$ cat src/rtl/bp_resolve_pkg.sv
// bp_resolve_pkg: shared constants and types for branch resolution
package bp_resolve_pkg;
   localparam int BP_QUEUE_DEPTH = 4;
   typedef enum logic [1:0] {
      BP_UPD_NONE = 2'b00,
      BP_UPD_NT   = 2'b01,
      BP_UPD_T    = 2'b10
   } bp_upd_e;
   typedef struct packed {
      logic [31:0] pc;
      logic        taken;
      logic [31:0] target;
   } pred_entry_t;
endpackage

$ cat src/rtl/bp_pred_fifo.sv
// bp_pred_fifo: in-order prediction queue with push, pop, clear and head read
module bp_pred_fifo
   import bp_resolve_pkg::*;
#(
   parameter int DEPTH = BP_QUEUE_DEPTH,
   localparam int PTR_W = $clog2(DEPTH)
) (
   input  logic        clk,
   input  logic        rst,
   input  logic        push_i,
   input  logic        pop_i,
   input  logic        clear_i,
   input  pred_entry_t din_i,
   output pred_entry_t head_o,
   output logic [PTR_W:0] count_o,
   output logic        full_o,
   output logic        empty_o
);
   logic [PTR_W-1:0] wr_q, wr_d, rd_q, rd_d;
   logic [PTR_W:0] cnt_q, cnt_d;
   pred_entry_t mem_q [DEPTH];
   pred_entry_t mem_d [DEPTH];
   logic do_push, do_pop;
   assign full_o  = cnt_q == (PTR_W+1)'(DEPTH);
   assign empty_o = cnt_q == '0;
   assign head_o  = mem_q[rd_q];
   assign count_o = cnt_q;
   // clear wins over a same-cycle push so wrong-path predictions never land
   always_comb begin
      do_push = push_i && !full_o;
      do_pop = pop_i && !empty_o;
      mem_d = mem_q;
      wr_d = wr_q;
      rd_d = rd_q;
      cnt_d = cnt_q;
      if (clear_i) begin
         wr_d = '0;
         rd_d = '0;
         cnt_d = '0;
      end else begin
         if (do_push) mem_d[wr_q] = din_i;
         wr_d = do_push ? wr_q + 1'b1 : wr_q;
         rd_d = do_pop ? rd_q + 1'b1 : rd_q;
         cnt_d = cnt_q + (PTR_W+1)'(do_push) - (PTR_W+1)'(do_pop);
      end
   end
   always_ff @(posedge clk) begin
      if (rst) begin
         wr_q <= '0;
         rd_q <= '0;
         cnt_q <= '0;
         mem_q <= '{default: '0};
      end else begin
         wr_q <= wr_d;
         rd_q <= rd_d;
         cnt_q <= cnt_d;
         mem_q <= mem_d;
      end
   end
endmodule

$ cat src/rtl/bp_resolve.sv
// bp_resolve: checks EX branch outcomes against queued IF predictions,
// redirects fetch on mispredict, trains the predictor and counts events.
module bp_resolve
   import bp_resolve_pkg::*;
#(
   parameter int DEPTH = BP_QUEUE_DEPTH,
   localparam int PTR_W = $clog2(DEPTH)
) (
   input  logic          clk,
   input  logic          rst,
   input  logic          pred_valid_i,
   input  logic [31:0]   pred_pc_i,
   input  logic          pred_taken_i,
   input  logic [31:0]   pred_target_i,
   output logic          pred_ready_o,
   input  logic          res_valid_i,
   input  logic          res_is_cond_i,
   input  logic [31:0]   res_pc_i,
   input  logic          res_taken_i,
   input  logic [31:0]   res_target_i,
   input  logic          flush_i,
   output logic [1:0]    branch_taken_o,
   output logic          redirect_o,
   output logic [31:0]   redirect_addr_o,
   output logic [31:0]   br_cnt_o,
   output logic [31:0]   mispred_cnt_o,
   output logic [PTR_W:0] q_count_o
);
   pred_entry_t head, entry;
   logic full, empty, hit, p_taken, mispred;
   logic [31:0] p_target, br_cnt_q, br_cnt_d, mis_cnt_q, mis_cnt_d;
   bp_upd_e upd_q, upd_d;
   assign entry = '{pc: pred_pc_i, taken: pred_taken_i, target: pred_target_i};
   assign pred_ready_o = !full;
   bp_pred_fifo #(.DEPTH(DEPTH)) u_fifo (
      .clk     (clk),
      .rst     (rst),
      .push_i  (pred_valid_i && !full),
      .pop_i   (res_valid_i),
      .clear_i (flush_i || mispred),
      .din_i   (entry),
      .head_o  (head),
      .count_o (q_count_o),
      .full_o  (full),
      .empty_o (empty)
   );
   // an unmatched resolution is treated as predicted not-taken with target 0
   always_comb begin
      hit = !empty && head.pc == res_pc_i;
      p_taken = hit && head.taken;
      p_target = hit ? head.target : '0;
      mispred = res_valid_i && (p_taken != res_taken_i || (p_taken && res_taken_i && p_target != res_target_i));
      redirect_o = mispred;
      redirect_addr_o = !mispred ? '0 : res_taken_i ? res_target_i : res_pc_i + 32'd4;
      upd_d = !(res_valid_i && res_is_cond_i) ? BP_UPD_NONE : res_taken_i ? BP_UPD_T : BP_UPD_NT;
      br_cnt_d = br_cnt_q + {31'd0, res_valid_i && res_is_cond_i};
      mis_cnt_d = mis_cnt_q + {31'd0, mispred};
   end
   always_ff @(posedge clk) begin
      if (rst) begin
         upd_q <= BP_UPD_NONE;
         br_cnt_q <= '0;
         mis_cnt_q <= '0;
      end else begin
         upd_q <= upd_d;
         br_cnt_q <= br_cnt_d;
         mis_cnt_q <= mis_cnt_d;
      end
   end
   assign branch_taken_o = upd_q;
   assign br_cnt_o = br_cnt_q;
   assign mispred_cnt_o = mis_cnt_q;
endmodule

$ cat config.mk
export PLATFORM = sky130hd
export DESIGN_NAME = bp_resolve
export DESIGN_NICKNAME = d
export VERILOG_FILES = /design/src/rtl/bp_resolve_pkg.sv /design/src/rtl/bp_pred_fifo.sv /design/src/rtl/bp_resolve.sv
export SDC_FILE = /design/constraint.sdc
export NUM_CORES = 1
export LEC_CHECK = 0
export BUFFER_PORTS_ARGS = -buffer_cell sky130_fd_sc_hd__clkbuf_2
export CELL_PAD_IN_SITES_DETAIL_PLACEMENT = 1
export CELL_PAD_IN_SITES_GLOBAL_PLACEMENT = 2
export CORE_AREA = 2 2 212 214
export CTS_CLUSTER_DIAMETER = 100
export DETAILED_ROUTE_END_ITERATION = 8
export DIE_AREA = 0 0 214 216
export GPL_ROUTABILITY_DRIVEN = 0
export GPL_TIMING_DRIVEN = 0
export PLACE_DENSITY_LB_ADDON = 0.1
export SYNTH_ARGS = -nofsm -noshare
export SYNTH_HDL_FRONTEND = slang
export SYNTH_SLANG_ARGS = --single-unit
$ cat constraint.sdc
create_clock -name clk -period 7.7 [get_ports clk]
set_clock_uncertainty 0.05 [all_clocks]
set_input_delay 0.77 -clock clk [delete_from_list [all_inputs] [get_ports clk]]
set_output_delay 0.77 -clock clk [all_outputs]
set_load 0.01 [all_outputs]
==> key figures, run 1 <==
Run status
  • Outcome: completed

Yosys
  • Synth Instances: between 1500 and 2000
  • Syn avg cell area: 9.925 um2
  • Net Count, Synth: 1898
  • Async S/R FF share, synth: 0
  • Top_reg_cell synth: dfxtp_1
  • EDFF count, synth: 0
  • Post-synthesis sequential area ratio: 0.3840
  • Synth Register Bits: about 330
  • Distinct cells, synth: 47
  • YS warnings: 0
  • Mapped cell area: 17360 um2

Power and ir drop
  • PD cells: 202.5 nW/um2
  • Psw: between 1 and 1.5 mW
  • Flop pwr share: 0.420
  • Switching fraction of total power: 0.2461
  • Internal: 3.159 mW
  • Clk pwr share: 0.482
  • Worst VDD drop: 0.1752 mV
  • Lkg Pwr: roughly 8.9 nW
  • Combinational share of power: 0.098

Clock tree
  • Skew-Pair Late Insertion Delay: between 0.5 and 0.6 ns
  • Resize count post-CTS: 0
  • Total CTS buffers: 41
  • Clock Pin Slew Worst Setup and Hold Paths: around 0.060 ns
  • Clock Sinks: about 330
  • Clk root buf: clkbuf_16
  • TritonCTS clock tree: done
  • Worst-case clock buffer depth: 3
  • Setup Buffers After CTS: 0
  • CTS H-tree depth: 2
  • CTS Hold Bufs: 0

Setup path
  • Crit path buffers/inverters: 6
  • Crit-path max cell delay: around 0.93 ns
  • Crit end category: flip-flop
  • Critical path class: flip-flop to flip-flop
  • Worst EP arrival: about 7.3 ns
  • CP delay by family, top: simple AND/OR/NAND/NOR gates
  • Slowest CP cell: clkbuf_1
  • Critical path fanouts, max: 10
  • CP Launch Type: flip-flop
  • CP required: about 8 ns

STA
  • Worst-Margin Slew: between 1 and 1.5 ns
  • Tcrit/Tclk final: 0.9036
  • Period minus WS final: 6.958 ns
  • Final Hold Viols: 0
  • Setup TNS Final: 0 ns
  • Unrepaired setup endpoints after global routing: false
  • Max-slew violation count: 0
  • Setup violations, final: 0
  • WHS: 0.4246 ns
  • Fmax: ~140 MHz
  • PnR worst setup slack: between 0.7 and 0.8 ns
  • Slew headroom: 0.1677

Place
  • Placed wire-length estimate: approximately 47 mm
  • DP Worst Slack: roughly 0.94 ns
  • Port bufs: 234

Global route
  • First-pass GRT wire length: roughly 94 mm
  • GRT Total Usage: 0.2696
  • Largest net degree at the start of global routing: 12
  • Initial antenna violation count: 2
  • Vias in the first global route: about 15000
  • Remaining Overflow, GRT: 0

Floorplanning
  • Die area: 46220 um2
  • Die Width: 214 um
  • CORE AREA: ~44000 um2
  • Initial Utilization: 0.3960
  • Io pins: ~240
  • Die Y: between 200 and 250 um
  • Row cnt: 77

Routing
  • DRC Markers: 0
  • Post-DRT Antenna Nets: 0
  • Drt pass-1 iters: 4
  • 1st-iter DRT viols: 777
  • Post-Route WL: approximately 63 mm
  • DR vias/cell: ~5.4
  • Routed via count: between 10000 and 15000
  • DR WL/cell: approximately 24 um

Final layout
  • Area Overhead vs Synth: 19.20%
  • Diode count: 0
  • Final nets: ~2200
  • Most common cell after layout, fill and taps aside: dfxtp_1
  • Fin util: 0.4720
  • Most frequent cells in the layout: dfxtp_1, nand2b_1, mux2i_1
  • Filler instances: approximately 5000
  • Ratio of cells with drive above 1 in the final layout: 0.1965

Hold path
  • Worst hold path class: flip-flop to flip-flop

Run
  • Max Cap Viol: 0
==> power by group through the flow <==
| stage | Sequential, mW | Clock [mW] | Combinational (mW) |
|---|---|---|---|
| after floorplan | 1.79 | 0 | 0.228 |
| after global placement | 1.80 | 0 | 0.402 |
| after detailed placement | 1.80 | 0 | 0.407 |
| after CTS | 1.76 | 2.07 | 0.409 |
| after global routing | 1.76 | 2.13 | 0.438 |
| final | 1.76 | 2.02 | 0.410 |
==> state kept, by name (all words and copies together) (netlist names) <==
| name | flops |
|---|---|
| br_cnt_o | 32 |
| branch_taken_o | 2 |
| mispred_cnt_o | 32 |
| u_fifo.count_o | 3 |
| u_fifo.mem_q | 260 |
| u_fifo.rd_q | 2 |
| u_fifo.wr_q | 2 |
==> final timing paths <==
kind / startpoint / end / slack, ns / cells past startpoint
worst min register to register: u_fifo.mem_q[94] / u_fifo.mem_q[94] / 0.42 / 2
worst max-delay path: u_fifo.rd_q[1] / mispred_cnt_o[28] / 0.74 / 26
worst max register to register: u_fifo.rd_q[1] / mispred_cnt_o[28] / 0.74 / 26
worst min-delay path: u_fifo.mem_q[94] / u_fifo.mem_q[94] / 0.42 / 2
==> layout make-up <==
class	count	area (um2)	area share
multi-input combinational	1254	9851	0.4761
sequential	333	6666	0.3222
clock buffer	65	1299	0.06276
timing repair buffer	234	1171	0.05660
tap	592	740.7	0.03580
buffer	112	654.4	0.03162
inverter	50	187.7	0.009070
clock inverter	8	122.6	0.005926
==> synthesized netlist by cell type (all sizes together) (2+ instances only) <==
library cell  count  area share
ha               12      0.0086
clkbuf           64       0.014
mux4             55       0.071
nor4             25      0.0094
o22ai            15      0.0054
o2111ai           4      0.0020
o2111a            2      0.0013
and4             12      0.0061
dfxtp           333        0.38
nand2            40      0.0086
a211oi           24       0.010
xor2             60       0.030
o21ai            44       0.013
and3             11      0.0040
nor3              8      0.0023
mux2i           283        0.16
a21boi           30       0.013
nor2            108       0.023
o211a             2      0.0012
or3              11      0.0040
nand3            34      0.0098
and2              7      0.0025
inv              50       0.011
or2               4      0.0014
buf              48       0.024
nor2b             7      0.0025
nand2b          326        0.12
xnor2            60       0.030
a22oi            17      0.0074
nand4            24      0.0086
a21oi            22      0.0063
==> layer usage <==
layer,vias up,GRT usage,wire (um)
li1,6623,-,-
met1,7112,0.3478,28050
met2,360,0.4492,29390
met3,104,0.04750,3137
met4,4,0.1040,2192
met5,-,0,27
==> cell families (layout without fill, tap and decap cells) <==
logic type | count (synthesis) | count (layout) | share of synthesized area
adder cells (fa/ha/maj) | 13 | 13 | 0.009802
buffers and inverters | 162 | 469 | 0.04851
AND/OR/NAND/NOR | 620 | 620 | 0.2015
AO/OA/AOI/OAI | 162 | 162 | 0.06047
multiplexers | 339 | 339 | 0.2352
flip-flops | 333 | 333 | 0.3840
XOR/XNOR | 120 | 120 | 0.06054
==> tightest hold or removal path: stages, from the launching register on <==
cell	delay (ns)
dfxtp_1	0.30
nand2b_1	0.06
mux2i_1	0.06
==> through the flow <==
stage	total power, mW	area [um2]	std cells
detailed placement	2.205	19270	2575
floorplan	2.023	17360	1749
global route	4.335	20690	2648
CTS	4.235	20690	2648
finish	4.191	20690	2648
global placement	2.198	19270	2575
Power figures use the tool's default switching activity.
==> run 2, diff against run 1 <==
--- a/config.mk
+++ b/config.mk
@@ -15,6 +15,7 @@
 export GPL_ROUTABILITY_DRIVEN = 0
 export GPL_TIMING_DRIVEN = 0
 export PLACE_DENSITY_LB_ADDON = 0.1
+export REMOVE_ABC_BUFFERS = 1
 export SYNTH_ARGS = -nofsm -noshare
 export SYNTH_HDL_FRONTEND = slang
 export SYNTH_SLANG_ARGS = --single-unit
==> run 2 against run 1 <==
Against the previous run:
- sequential power about the same
- wire length decreased by 15%
- final cell count decreased by 3.4%
- final area decreased by 0.86%
- register-to-register slack improved by 0.13 ns
- count of clock-buffer cells in the layout decreased by 3
- via count decreased by 5.9%
- setup slack improved by 0.092 ns
- total power decreased by 0.38%
- utilization decreased by 0.41 points
- critical path depth decreased by 11
- clock power about the same
- highest routed layer unchanged
==> key figures, run 2 (synthesis gave the netlist of run 1 again) <==
Run status
  • Outcome: completed

Routing
  • Post-Route WL: 53.06 mm (-15%)
  • Routed via count: 13361 (-5.9%)
  • 1st-iter DRT viols: 639 (-18%)
  • DR vias/cell: 5.225 (-2.6%)
  • Post-DRT Antenna Nets: 0 (unchanged)
  • DR WL/cell: 20.75 um (-12%)
  • Wire length on met3: 2.488 mm (-21%)
  • Met2 wire len: 25.35 mm (-14%)
  • Drt pass-1 iters: 5 (+1)
  • Wl on met1: 23.55 mm (-16%)
  • Top Metal Used: met5
  • DRC Markers: 0 (unchanged)

Setup path
  • R2R depth: 21 (-19%)
  • CP required: 6.88 ns (-1.20 ns)
  • Critical path fanouts, max: 40 (+30)
  • Crit-path max cell delay: 0.89 ns (-0.04 ns)
  • Slowest CP cell: dfxtp_4
  • Crit end category: primary output
  • CP delay by family, top: simple AND/OR/NAND/NOR gates
  • Crit path buffers/inverters: 3 (-3)
  • Worst EP arrival: 6.05 ns (-1.29 ns)
  • Worst path depth: 15 (-42%)
  • CP Launch Type: flip-flop
  • Setup slack, reg-to-reg: 0.87 ns (+0.13 ns)
  • Crit-path cells: buf_16 > mux4_2 > xor2_1 > nor4_1 > and4_1 > and3_1 > ha_1 > a21oi_1 > nand3_1 > nor4_1 > o211a_1 > or2_4 > inv_2 > o211a_1 > clkbuf_2
  • Critical path class: flip-flop to primary output

Global route
  • Vias in the first global route: 14137 (-6.1%)
  • Remaining Overflow, GRT: 0 (unchanged)
  • Largest net degree at the start of global routing: 188 (+176)
  • GRT Total Usage: 0.2280 (-0.04159)
  • Initial antenna violation count: 4 (+2)
  • First-pass GRT wire length: 82.11 mm (-12%)

Clock tree
  • Skew-Pair Late Insertion Delay: 0.57 ns (about the same)
  • Clk root buf: clkbuf_16
  • CTS Hold Bufs: 0 (unchanged)
  • Total CTS buffers: 41 (unchanged)
  • Clock Pin Slew Worst Setup and Hold Paths: 0.06 ns (about the same)
  • Setup Buffers After CTS: 0 (unchanged)
  • TritonCTS clock tree: done
  • CTS H-tree depth: 2 (unchanged)
  • Worst-case clock buffer depth: 3 (unchanged)
  • Resize count post-CTS: 0 (unchanged)
  • Clock Sinks: 333 (unchanged)

Power and ir drop
  • PD cells: 203.5 nW/um2 (+0.49%)
  • Lkg Pwr: 8.770 nW (-1.1%)
  • Worst VDD drop: 0.1898 mV (+8.3%)
  • Total power: 4.175 mW (-0.38%)

STA
  • Max-slew violation count: 0 (unchanged)
  • Period minus WS final: 6.865 ns (-0.09227 ns)
  • Worst-Margin Slew: 1.304 ns (+0.05566 ns)
  • Unrepaired setup endpoints after global routing: false
  • Final Hold Viols: 0 (unchanged)
  • Fmax: 145.7 MHz (+1.3%)
  • Setup violations, final: 0 (unchanged)
  • Tcrit/Tclk final: 0.8916 (-0.01198)
  • Slew headroom: 0.1306 (-0.03711)

Final layout
  • Area Overhead vs Synth: 18.17%
  • Filler instances: 4943 (-1.7%)
  • Max reg flops: 260 (unchanged)
  • Ratio of cells with drive above 1 in the final layout: 0.1981 (+0.001567)
  • Most common cell after layout, fill and taps aside: dfxtp_1
  • Sequential cell area: 6674 um2 (+0.11%)
  • Post-Layout Cell Count: 2557 (-3.4%)
  • Biggest register: u_fifo.mem_q
  • Multi-input logic area: 9921 um2 (+0.71%)
  • Most frequent cells in the layout: dfxtp_1, nand2b_1, mux2i_1
  • Final nets: 2082 (-4.3%)

Floorplanning
  • Die area: 46220 um2 (unchanged)
  • Row cnt: 77 (unchanged)
  • CORE AREA: 43840 um2 (unchanged)
  • Initial Utilization: 0.3960 (unchanged)
  • Die Width: 214 um (unchanged)
  • Die Y: 216 um (unchanged)
  • Io pins: 239 (unchanged)

Place
  • Placed wire-length estimate: 38.44 mm (-18%)
  • Port bufs: 238 (+1.7%)
  • Placed instance count: 2482 (-3.6%)

Run
  • Max Cap Viol: 0 (unchanged)

Hold path
  • Worst hold path class: flip-flop to flip-flop
  • Worst hold path depth: 2 (unchanged)
run 2: report_power, final:
part	switching (mW)	internal (mW)	total, mW
sequential	0.0161	1.75	1.76
combinational	0.216	0.158	0.374
clock	0.771	1.27	2.04
run 2: cell type report:
type                            count  area share
Tap cell                          592     0.03611
Clock buffer                       62     0.06179
Antenna cell                        1   0.0001220
Sequential cell                   333      0.3253
Multi-Input combinational cell   1254      0.4836
Timing Repair Buffer              253     0.07569
Clock inverter                     12    0.008173
Inverter                           50    0.009149
run 2: worst paths after layout:
kind	from	endpoint
max	u_fifo.rd_q[0]	redirect_addr_o[31]
min	u_fifo.mem_q[53]	u_fifo.mem_q[53]
max reg2reg	u_fifo.rd_q[0]	mispred_cnt_o[28]
min reg2reg	u_fifo.mem_q[53]	u_fifo.mem_q[53]
run 2: through the flow:
step	hold WS (ns)	worst slack (ns)	setup TNS, ns	utilization	area [um2]
2_1_floorplan	0.3948	-2.437	-416.72	-	16700
3_3_place_gp	0.4055	-8.324	-1921.60	0.4251	18640
3_5_place_dp	0.4150	0.07533	0	0.4351	19070
4_1_cts	0.4084	0.03490	0	0.4678	20510
5_1_grt	0.4395	0.2746	0	0.4680	20510
6_report	0.4196	0.8346	0	0.4680	20510
run 2: metal layers:
metal,track usage,vias to the layer above
li1,-,6430
met4,0.08508,4
met1,0.2859,6577
met5,0,-
met2,0.3869,263
met3,0.04609,87
run 2: worst reg2reg max path, delay by kind of cell, from the launching register on:
kind	cells	cell delay (ns)
AOI/OAI and AO/OA	2	0.67
xor gates and xnor gates	2	0.31
adders and majority gates	3	0.76
buffers and inverters	2	0.62
DFF	1	0.89
muxes	1	0.61
and+or+nand+nor	11	2.77
